[src/rtl/vc_host_loader_pkg.sv]
// Shared constants for the videocard host loader: FSM encodings, card RAM and
// control-port address map, and core count.
package vc_host_loader_pkg;

    localparam int unsigned STATE_W   = 4;
    localparam int unsigned RB_ST_W   = 2;
    localparam int unsigned CTL_AW    = 3;
    localparam int unsigned NUM_CORES = 4;

    // Main sequencer states
    localparam logic [STATE_W-1:0] S_IDLE      = 4'd0;
    localparam logic [STATE_W-1:0] S_LOAD_DATA = 4'd1;
    localparam logic [STATE_W-1:0] S_LOAD_PROG = 4'd2;
    localparam logic [STATE_W-1:0] S_CORE_EN   = 4'd3;
    localparam logic [STATE_W-1:0] S_START     = 4'd4;
    localparam logic [STATE_W-1:0] S_POLL      = 4'd5;
    localparam logic [STATE_W-1:0] S_READBACK  = 4'd6;
    localparam logic [STATE_W-1:0] S_FINISH    = 4'd7;
    localparam logic [STATE_W-1:0] S_ERROR     = 4'd8;

    // Readback unit states
    localparam logic [RB_ST_W-1:0] RB_IDLE  = 2'd0;
    localparam logic [RB_ST_W-1:0] RB_ISSUE = 2'd1;
    localparam logic [RB_ST_W-1:0] RB_WAIT  = 2'd2;
    localparam logic [RB_ST_W-1:0] RB_HOLD  = 2'd3;

    // Card memory map: bit 16 selects program memory
    localparam logic [16:0] PROG_BASE = 17'h10000;

    // Card control-port register map
    localparam logic [CTL_AW-1:0] CTL_START  = 3'd0;
    localparam logic [CTL_AW-1:0] CTL_STATUS = 3'd1;
    localparam logic [CTL_AW-1:0] CTL_CORE0  = 3'd2;

endpackage

[src/rtl/vc_readback_unit.sv]
// Readback engine: issues one card RAM read at a time from base_i upward,
// waits RD_LAT cycles, and presents each word on a valid/ready stream.
// Ports: start_i pulse begins a run of count_i words at base_i; read_o /
// address_o drive the card port; rdata_i returns data; m_data_o / m_valid_o /
// m_ready_i form the output stream; done_o pulses on the last handshake.
module vc_readback_unit
    import vc_host_loader_pkg::*;
#(
    parameter int unsigned WIDTH  = 32,
    parameter int unsigned ADDR_W = 17,
    parameter int unsigned RD_LAT = 1
) (
    input  logic              clk,
    input  logic              rst_i,
    input  logic              start_i,
    input  logic [ADDR_W-1:0] base_i,
    input  logic [ADDR_W-1:0] count_i,
    input  logic [WIDTH-1:0]  rdata_i,
    input  logic              m_ready_i,
    output logic              read_o,
    output logic [ADDR_W-1:0] address_o,
    output logic [WIDTH-1:0]  m_data_o,
    output logic              m_valid_o,
    output logic              done_o
);

    localparam int unsigned LW = (RD_LAT < 1) ? 1 : $clog2(RD_LAT + 1);

    logic [RB_ST_W-1:0] st_q, st_d;
    logic [ADDR_W-1:0]  j_q, j_d;
    logic [LW-1:0]      lat_q, lat_d;
    logic [WIDTH-1:0]   data_q, data_d;
    logic               valid_q, valid_d;

    // State and capture registers
    always_ff @(posedge clk or posedge rst_i) begin
        if (rst_i) begin
            st_q    <= RB_IDLE;
            j_q     <= '0;
            lat_q   <= '0;
            data_q  <= '0;
            valid_q <= 1'b0;
        end else begin
            st_q    <= st_d;
            j_q     <= j_d;
            lat_q   <= lat_d;
            data_q  <= data_d;
            valid_q <= valid_d;
        end
    end

    // j_q counts reads issued; the next read goes out in the same cycle the
    // held word is accepted, giving RD_LAT+1 cycles per word at full rate.
    always_comb begin
        st_d      = st_q;
        j_d       = j_q;
        lat_d     = lat_q;
        data_d    = data_q;
        valid_d   = valid_q;
        read_o    = 1'b0;
        address_o = '0;
        done_o    = 1'b0;
        case (st_q)
            RB_IDLE: begin
                if (start_i) begin
                    j_d  = '0;
                    st_d = RB_ISSUE;
                end
            end
            RB_ISSUE: begin
                read_o    = 1'b1;
                address_o = base_i + j_q;
                j_d       = j_q + ADDR_W'(1);
                lat_d     = LW'(1);
                st_d      = RB_WAIT;
            end
            RB_WAIT: begin
                if (lat_q == LW'(RD_LAT)) begin
                    data_d  = rdata_i;
                    valid_d = 1'b1;
                    st_d    = RB_HOLD;
                end else begin
                    lat_d = lat_q + LW'(1);
                end
            end
            RB_HOLD: begin
                if (m_ready_i) begin
                    valid_d = 1'b0;
                    if (j_q == count_i) begin
                        done_o = 1'b1;
                        st_d   = RB_IDLE;
                    end else begin
                        read_o    = 1'b1;
                        address_o = base_i + j_q;
                        j_d       = j_q + ADDR_W'(1);
                        lat_d     = LW'(1);
                        st_d      = RB_WAIT;
                    end
                end
            end
            default: st_d = RB_IDLE;
        endcase
    end

    assign m_data_o  = data_q;
    assign m_valid_o = valid_q;

endmodule

[src/rtl/vc_host_loader.sv]
// Host-side sequencer for videocard_top: streams data and program images into
// card RAM, enables cores, starts the card, polls for completion and streams a
// result region back out.
// Ports: cmd_start + command fields (bases, counts, core_mask); s_* image
// stream in; m_* readback stream out; busy/done/err status; vc_* card memory
// port; ctl_* card control port.
module vc_host_loader
    import vc_host_loader_pkg::*;
#(
    parameter int unsigned WIDTH   = 32,
    parameter int unsigned ADDR_W  = 17,
    parameter int unsigned RD_LAT  = 1,
    parameter int unsigned TIMEOUT = 65535
) (
    input  logic                 clk,
    input  logic                 reset_sink_reset,
    input  logic                 cmd_start,
    input  logic [ADDR_W-1:0]    data_base,
    input  logic [ADDR_W-1:0]    data_count,
    input  logic [ADDR_W-1:0]    prog_count,
    input  logic [ADDR_W-1:0]    rb_base,
    input  logic [ADDR_W-1:0]    rb_count,
    input  logic [NUM_CORES-1:0] core_mask,
    input  logic [WIDTH-1:0]     s_data,
    input  logic                 s_valid,
    output logic                 s_ready,
    output logic [WIDTH-1:0]     m_data,
    output logic                 m_valid,
    input  logic                 m_ready,
    output logic                 busy,
    output logic                 done,
    output logic                 err,
    output logic [ADDR_W-1:0]    vc_address,
    output logic [WIDTH-1:0]     vc_wdata,
    output logic                 vc_write,
    output logic                 vc_read,
    input  logic [WIDTH-1:0]     vc_rdata,
    output logic [3:0]           vc_byteenable,
    output logic [CTL_AW-1:0]    ctl_address,
    output logic [WIDTH-1:0]     ctl_wdata,
    output logic                 ctl_write,
    output logic                 ctl_read,
    input  logic [WIDTH-1:0]     ctl_rdata
);

    localparam int unsigned PCW = $clog2(TIMEOUT + 1);

    logic [STATE_W-1:0]   state_q, state_d;
    logic [ADDR_W-1:0]    idx_q, idx_d;
    logic [ADDR_W-1:0]    data_base_q, data_base_d, data_cnt_q, data_cnt_d;
    logic [ADDR_W-1:0]    prog_cnt_q, prog_cnt_d;
    logic [ADDR_W-1:0]    rb_base_q, rb_base_d, rb_cnt_q, rb_cnt_d;
    logic [NUM_CORES-1:0] mask_q, mask_d;
    logic [PCW-1:0]       poll_q, poll_d;
    logic                 done_q, done_d, err_q, err_d;
    logic                 rb_start_c, rb_done_c, rb_read_c;
    logic [ADDR_W-1:0]    rb_address_c;
    logic                 unused_ctl_c;

    assign unused_ctl_c = ^ctl_rdata[WIDTH-1:1];

    // Sequencer registers
    always_ff @(posedge clk or posedge reset_sink_reset) begin
        if (reset_sink_reset) begin
            state_q     <= S_IDLE;
            idx_q       <= '0;
            data_base_q <= '0;
            data_cnt_q  <= '0;
            prog_cnt_q  <= '0;
            rb_base_q   <= '0;
            rb_cnt_q    <= '0;
            mask_q      <= '0;
            poll_q      <= '0;
            done_q      <= 1'b0;
            err_q       <= 1'b0;
        end else begin
            state_q     <= state_d;
            idx_q       <= idx_d;
            data_base_q <= data_base_d;
            data_cnt_q  <= data_cnt_d;
            prog_cnt_q  <= prog_cnt_d;
            rb_base_q   <= rb_base_d;
            rb_cnt_q    <= rb_cnt_d;
            mask_q      <= mask_d;
            poll_q      <= poll_d;
            done_q      <= done_d;
            err_q       <= err_d;
        end
    end

    // Next-state logic
    always_comb begin
        state_d     = state_q;
        idx_d       = idx_q;
        data_base_d = data_base_q;
        data_cnt_d  = data_cnt_q;
        prog_cnt_d  = prog_cnt_q;
        rb_base_d   = rb_base_q;
        rb_cnt_d    = rb_cnt_q;
        mask_d      = mask_q;
        poll_d      = poll_q;
        done_d      = done_q;
        err_d       = err_q;
        rb_start_c  = 1'b0;
        case (state_q)
            S_IDLE: begin
                if (cmd_start) begin
                    data_base_d = data_base;
                    data_cnt_d  = data_count;
                    prog_cnt_d  = prog_count;
                    rb_base_d   = rb_base;
                    rb_cnt_d    = rb_count;
                    mask_d      = core_mask;
                    done_d      = 1'b0;
                    err_d       = 1'b0;
                    idx_d       = '0;
                    if (data_count != '0)      state_d = S_LOAD_DATA;
                    else if (prog_count != '0) state_d = S_LOAD_PROG;
                    else                       state_d = S_CORE_EN;
                end
            end
            S_LOAD_DATA: begin
                if (s_valid) begin
                    if (idx_q == data_cnt_q - ADDR_W'(1)) begin
                        idx_d   = '0;
                        state_d = (prog_cnt_q != '0) ? S_LOAD_PROG : S_CORE_EN;
                    end else begin
                        idx_d = idx_q + ADDR_W'(1);
                    end
                end
            end
            S_LOAD_PROG: begin
                if (s_valid) begin
                    if (idx_q == prog_cnt_q - ADDR_W'(1)) begin
                        idx_d   = '0;
                        state_d = S_CORE_EN;
                    end else begin
                        idx_d = idx_q + ADDR_W'(1);
                    end
                end
            end
            S_CORE_EN: begin
                if (idx_q[1:0] == 2'(NUM_CORES - 1)) begin
                    idx_d   = '0;
                    state_d = S_START;
                end else begin
                    idx_d = idx_q + ADDR_W'(1);
                end
            end
            S_START: begin
                poll_d  = '0;
                state_d = S_POLL;
            end
            S_POLL: begin
                // Status read issued on entry returns one cycle later.
                if ((poll_q != '0) && ctl_rdata[0]) begin
                    if (rb_cnt_q != '0) begin
                        rb_start_c = 1'b1;
                        state_d    = S_READBACK;
                    end else begin
                        state_d = S_FINISH;
                    end
                end else if (poll_q == PCW'(TIMEOUT - 1)) begin
                    state_d = S_ERROR;
                end else begin
                    poll_d = poll_q + PCW'(1);
                end
            end
            S_READBACK: begin
                if (rb_done_c) state_d = S_FINISH;
            end
            S_FINISH: begin
                done_d  = 1'b1;
                state_d = S_IDLE;
            end
            S_ERROR: begin
                err_d   = 1'b1;
                state_d = S_IDLE;
            end
            default: state_d = S_IDLE;
        endcase
    end

    // Load writes follow the stream handshake in the same cycle.
    assign s_ready  = (state_q == S_LOAD_DATA) || (state_q == S_LOAD_PROG);
    assign vc_write = s_ready && s_valid;
    assign vc_wdata = vc_write ? s_data : '0;
    assign vc_read  = rb_read_c;

    // Card memory address and control-port decode
    always_comb begin
        vc_address  = rb_address_c;
        ctl_address = '0;
        ctl_wdata   = '0;
        ctl_write   = 1'b0;
        ctl_read    = 1'b0;
        case (state_q)
            S_LOAD_DATA: vc_address = data_base_q + idx_q;
            S_LOAD_PROG: vc_address = ADDR_W'(PROG_BASE) | ADDR_W'(idx_q[15:0]);
            S_CORE_EN: begin
                ctl_write   = 1'b1;
                ctl_address = CTL_CORE0 + CTL_AW'(idx_q[1:0]);
                ctl_wdata   = WIDTH'(mask_q[idx_q[1:0]]);
            end
            S_START: begin
                ctl_write   = 1'b1;
                ctl_address = CTL_START;
                ctl_wdata   = WIDTH'(1);
            end
            S_POLL: begin
                ctl_read    = 1'b1;
                ctl_address = CTL_STATUS;
            end
            default: ;
        endcase
    end

    assign busy          = (state_q != S_IDLE);
    assign done          = done_q;
    assign err           = err_q;
    assign vc_byteenable = 4'b1111;

    vc_readback_unit #(
        .WIDTH  (WIDTH),
        .ADDR_W (ADDR_W),
        .RD_LAT (RD_LAT)
    ) u_readback (
        .clk       (clk),
        .rst_i     (reset_sink_reset),
        .start_i   (rb_start_c),
        .base_i    (rb_base_q),
        .count_i   (rb_cnt_q),
        .rdata_i   (vc_rdata),
        .m_ready_i (m_ready),
        .read_o    (rb_read_c),
        .address_o (rb_address_c),
        .m_data_o  (m_data),
        .m_valid_o (m_valid),
        .done_o    (rb_done_c)
    );

endmodule

[config.mk]
export PLATFORM = sky130hd
export DESIGN_NAME = vc_host_loader
export DESIGN_NICKNAME = d
export VERILOG_FILES = /design/src/rtl/vc_host_loader_pkg.sv /design/src/rtl/vc_readback_unit.sv /design/src/rtl/vc_host_loader.sv
export SDC_FILE = /design/constraint.sdc
export NUM_CORES = 1
export LEC_CHECK = 0
export CAP_MARGIN = 20
export CORE_MARGIN = 3
export CORE_UTILIZATION = 40
export DETAILED_ROUTE_END_ITERATION = 10
export PLACE_DENSITY_LB_ADDON = 0.05
export SLEW_MARGIN = 0
export SYNTH_ARGS = -nofsm -noshare
export SYNTH_HDL_FRONTEND = slang
export SYNTH_SLANG_ARGS = --single-unit
[constraint.sdc]
create_clock -name clk -period 7.45 [get_ports clk]
set_input_delay 1.49 -clock clk [delete_from_list [all_inputs] [get_ports clk]]
set_output_delay 1.49 -clock clk [all_outputs]
set_load 0.01 [all_outputs]
======== Word-level counts from Yosys, hierarchy flattened ========
Cells that the tools add are included.
storage, ports and cells
  word-level logic and storage cells ...... 149
  register bits after elaboration ......... 181
  output and inout port bits .............. 129
  bits of input ports ..................... 190
cells by class
  multiplexer cells ....................... 63
  magnitude comparators ................... 1
  reductions and logical operators ........ 30
  eq/ne operators ......................... 30
  $add $sub $neg .......................... 9
operators with widths
  kind                   number
  $mux 17                11
  $pmux 17 s2            2
  $pmux 17 s4            1
  $reduce_bool 17->1     4
  $eq 17x17->1           3
  $pmux 17 s3            1
  $mux 4                 9
  $add 17x1->17 const B  2
  $add 17x17->17         2
  $sub 17x1->17 const B  2
  $mux 16                2
  $mux 32                1
  $pmux 16 s2            1
  $pmux 4 s7             1
  $ne 2x2->1 const B     12
  $mux 1                 20
  $add 16x1->16 const B  1
  $eq 16x16->1 const B   1
  $eq 4x3->1 const B     4
  $reduce_bool 16->1     1
  $reduce_and 3->1       4
  $mux 2                 5
  $pmux 1 s2             5
  $eq 4x2->1 const B     2
  other kinds (24)       36

======== Longest topological paths before layout ========
  depth after elaboration ................. 6
  gate-level depth with buffers ........... 12
  gate-level depth less buffers ........... 12

======== By module ========
A second synthesis with hierarchy kept.
unflattened totals
  cell total of the unflattened synthesis .. 1216
  area total of the unflattened synthesis .. 11807.6 µm²
by module, submodules not included
  module            times used  seq. area each (µm²)  cells each  area each (µm²)
  vc_host_loader    1           3203.1                886         8478.1
  vc_readback_unit  1           1326.3                330         3329.4

======== Worst setup path before layout ========
No wires, ideal clock.
  path kind ............................... input to output
  start point ............................. input port m_ready
  end point ............................... output port vc_address[10]
  arrival time ............................ 2.739 ns
  path buffers ............................ 2
  required time ........................... 5.960 ns
  stages .................................. 6
  path slack .............................. 3.221 ns
  path through ............................ nand2b_1 -> a21boi_0 -> nand2b_1 -> clkbuf_1 -> clkbuf_1 -> o21ai_0
between the ends
  cells in the longest elaborated chain, start to end .. 3
ends and longest elaborated chain
  what             line                    RTL
  start, declared  vc_host_loader.sv:29    input logic m_ready,
  $mux 17          vc_readback_unit.sv:87  if (m_ready_i) begin
  $pmux 17 s2      vc_readback_unit.sv:63  case (st_q)
  $pmux 17 s2      vc_host_loader.sv:197   case (state_q)
  end, declared    vc_host_loader.sv:33    output logic [ADDR_W-1:0] vc_address,
Every way passes these cells.

======== Final worst setup path ========
  start point ............................. register idx_q[0]
  end point ............................... output port vc_address[16]
between the ends
  cells in the longest elaborated chain, start to end .. 2
ends and longest elaborated chain
  what                    line                   RTL
  start, declared         vc_host_loader.sv:49   logic [ADDR_W-1:0] idx_q, idx_d;
  start signal, assigned  vc_host_loader.sv:78   idx_q <= idx_d;
  $add 17x17->17          vc_host_loader.sv:198  S_LOAD_DATA: vc_address = data_base_q + idx_q;
  $pmux 17 s2             vc_host_loader.sv:197
Every way passes these cells.

==> results.sh <==
export IMPL_combinationalPowerShare=0.466
export IMPL_drc=0
export IMPL_drv_slew=0
export IMPL_first_global_vias=9195
export IMPL_skew_ps=12.39
export IMPL_antenna_found_initial=1
export IMPL_dp_cells=1719
export IMPL_status="finished, final reports clean"
export IMPL_dp_slack_ps=1873
export IMPL_synthCells=1138
export IMPL_fin_nets=1592
export IMPL_path_class="register to primary output"
export IMPL_clock_path_buffers=2
export IMPL_dieArea_um2=30520
export IMPL_synthXorXnorAreaFrac=0.08539
export IMPL_crit_required_ps=5960
export IMPL_globalplace_congestion=0.8150
export IMPL_r2r_cells=11
export IMPL_relSlewSlack=0.3375
export IMPL_routed_via_count=9252
export IMPL_cts_tree="yes"
export IMPL_ys_warn_count=0
export IMPL_hold_viol_final=0
export IMPL_layout_setup_ws_ps=1704
export IMPL_cp_slowest_cell="dfrtp_1"
export IMPL_syn_avg_cell_area_um2=10.00
export IMPL_postCtsHoldBufs=0
export IMPL_period_share=0.7713
export IMPL_numCtsBuffers=17
export IMPL_htreeDepth=4
export IMPL_n_antenna_cell=0
export IMPL_hpwl_mm=23.09
export IMPL_ctsResizeCount=0
export IMPL_die_h_um=174.7
export IMPL_clock_root_buffer="clkbuf_16"
export IMPL_leakage_nw=6.265
export IMPL_avgViaCountPerCell=5.287
export IMPL_path_cells="ha_1 > fa_1 > a21o_1 > a21o_1 > a21oi_1 > o21bai_1 > a31oi_1 > a311oi_1 > xnor2_1 > nand2_1 > o211ai_1 > clkdlybuf4s50_1"
export IMPL_cap_violations=0
export IMPL_grt_max_degree=83
export IMPL_rows=61
export IMPL_ff2ff_setup_slack_ps=3440
export IMPL_setup_viol_count_final=0
export IMPL_yosys_top_cells_area="dfrtp_1, mux2_2, xnor2_1"
export IMPL_coreArea_um2=27930
export IMPL_synth_ff_type="dfrtp_1"
export IMPL_synth_largest_area_cell="dfrtp_1"
export IMPL_syn_cell_area_um2=11380
export IMPL_period_needed_ps=5746
export IMPL_r2r_start="data_cnt_q[0]$_DFFE_PP0P_"
export IMPL_rsz0062_at_grt="no"
export IMPL_totalWireLength_mm=30.83
export IMPL_worstPathMaxFanout=10
export IMPL_cp_common_cell="a21o_1"
export IMPL_cts_setup_buffers=0
export IMPL_max_freq_mhz=174.0
export IMPL_ys_types=70
export IMPL_crit_arrival_ps=4260
export IMPL_multi_input_area_um2=6426
export IMPL_holdPathEnd="u_readback.m_data_o[5]$_DFFE_PP0P_"
export IMPL_worstHoldStart="u_readback.m_data_o[5]$_DFFE_PP0P_"
export IMPL_synthMuxAreaShare=0.1280
export IMPL_synthArstFlopShare=1.000
export IMPL_synth_top_family_by_area="simple AND/OR/NAND/NOR gates"
export IMPL_cts_sinks=181
export IMPL_yosysSeqAreaShare=0.3978
export IMPL_wire_per_inst_um=17.62
export IMPL_seqPwrFrac=0.351
export IMPL_synth_simple_gate_area_frac=0.1756
export IMPL_regArea_um2=4529
export IMPL_synth_compound_area_frac=0.1154
export IMPL_max_stage_delay_ps=640
export IMPL_power_density_nw_per_um2=329.3
export IMPL_grt_overflow=0
export IMPL_groute_usage_overall=0.2015
export IMPL_synth_most_common_cell="dfrtp_1"
export IMPL_r2r_end="idx_q[15]$_DFFE_PP0P_"
export IMPL_cp_end_kind="primary output"
export IMPL_synth_edf_count=0
export IMPL_min_path_cells=1
export IMPL_start_util=0.4076
export IMPL_die_w_um=174.7
export IMPL_syn_to_final_growth_pct=28.96
export IMPL_timing_hold_ws_ps=507.5
export IMPL_synth_commonest_cells="dfrtp_1, mux2_2, nor2_1"
export IMPL_firstDrtPassIters=6
export IMPL_synth_top_area_share=0.3978
export IMPL_critPathLaunchType="register"
export IMPL_synthAdderAreaFrac=0.04748
export IMPL_layout_drive_gt1_share=0.1334
export IMPL_vdd_drop_max_v=0.0001729
export IMPL_grt_pass1_wl_mm=49.56
export IMPL_fin_cells=1750
export IMPL_power_switching_mw=1.906
export IMPL_clock_latency_ps=440
export IMPL_hp_class="register to register"
export IMPL_tightest_slew_ps=990.6
export IMPL_drtIter0Drc=544
export IMPL_pin_count=319
export IMPL_p_sw_frac=0.3942
export IMPL_fill_cells=2603
export IMPL_portBuffers=252
export IMPL_yosys_register_bits=181
export IMPL_drt_antenna_violating_nets=0
export IMPL_clock_power_share=0.184
export IMPL_clk_pin_slew_ps=70
export IMPL_internal_power_mw=2.929
export IMPL_finalSetupTns_ps=0
## power by group through the flow
stage | clock [mW] | combinational, mW | sequential [mW]
2_1_floorplan | 0 | 1.62 | 1.53
3_3_place_gp | 0 | 2.24 | 1.70
3_5_place_dp | 0 | 2.27 | 1.71
4_1_cts | 0.917 | 2.28 | 1.69
5_1_grt | 0.962 | 2.50 | 1.75
6_report | 0.888 | 2.25 | 1.70
## stage by stage
stage,power [mW],utilization,cell area (µm²)
final,4.835,0.5256,14680
after floorplan,3.148,-,11510
after detailed placement,3.979,0.5051,14110
after global placement,3.946,0.5051,14110
after CTS,4.894,0.5256,14680
after global routing,5.205,0.5256,14680
## critical path, delay by kind of cell (launching register included)
family,cells,cell delay (ps)
compound gates,7,1350
xor+xnor,1,320
buf+inv,1,620
flops,1,640
fa+ha+maj,2,810
simple gates,1,90
## worst max-delay path by stage
stage / start / cells past startpoint / slack (ps) / endpoint
3_3_place_gp: m_ready / 6 / 1930 / vc_address[1]
6_report: idx_q[0]$_DFFE_PP0P_ / 12 / 1700 / vc_address[16]
4_1_cts: idx_q[0]$_DFFE_PP0P_ / 12 / 1690 / vc_address[16]
2_1_floorplan: reset_sink_reset / 1 / 1040 / data_base_q[0]$_DFFE_PP0P_
3_5_place_dp: m_ready / 6 / 1870 / vc_address[1]
5_1_grt: idx_q[0]$_DFFE_PP0P_ / 12 / 1480 / vc_address[16]
## cells by family after synthesis
group	after synthesis
simple gates	369
compound gates	189
flops	181
mux	130
buf+inv	114
xor+xnor	111
fa+ha+maj	42
other cells	2
## placed cells by master, fill, tap and decap left out, types with 9 or more instances in the layout
cell type        count
inv_1               22
nand3b_1             9
xnor2_1             60
nor4_1              24
nand4_1             17
nor3_1              31
ha_1                40
nand3_1             30
clkdlybuf4s50_1    252
mux2_2             123
nand2b_1            15
and3_1              53
o21ai_0             34
a31oi_1             18
nand2_1             53
a21o_1              19
o21a_1               9
nor2b_1             17
o211ai_1             9
a22oi_1             15
xor2_1              51
nor2_1              72
dfrtp_1            181
buf_4                9
or3_1               15
a21oi_1             34
clkbuf_16           17
conb_1              35
## flip-flops by register name, summed over array words and instances, names as in the netlist, 2 cells and up
signal and cells:
data_cnt_q 17, poll_q 16, u_readback.j_q 17, prog_cnt_q 17
mask_q 4, u_readback.m_data_o 32, rb_cnt_q 17, u_readback.st_q 2
idx_q 17, state_q 4, rb_base_q 17, data_base_q 17
## cell type report
class	count	share of cell area
timing repair buffer	261	0.1764
tap	378	0.03221
multi-input combinational	876	0.4377
clock buffer	18	0.02991
clock inverter	13	0.009034
inverter	23	0.006221
sequential	181	0.3085
## per-layer routing
metal	track usage	wire length (µm)
met1	0.2667	13730
met2	0.3392	15170
met3	0.04107	1482
met4	0.05053	437
met5	0	13
Note: power is estimated with default switching activity, not from simulation.
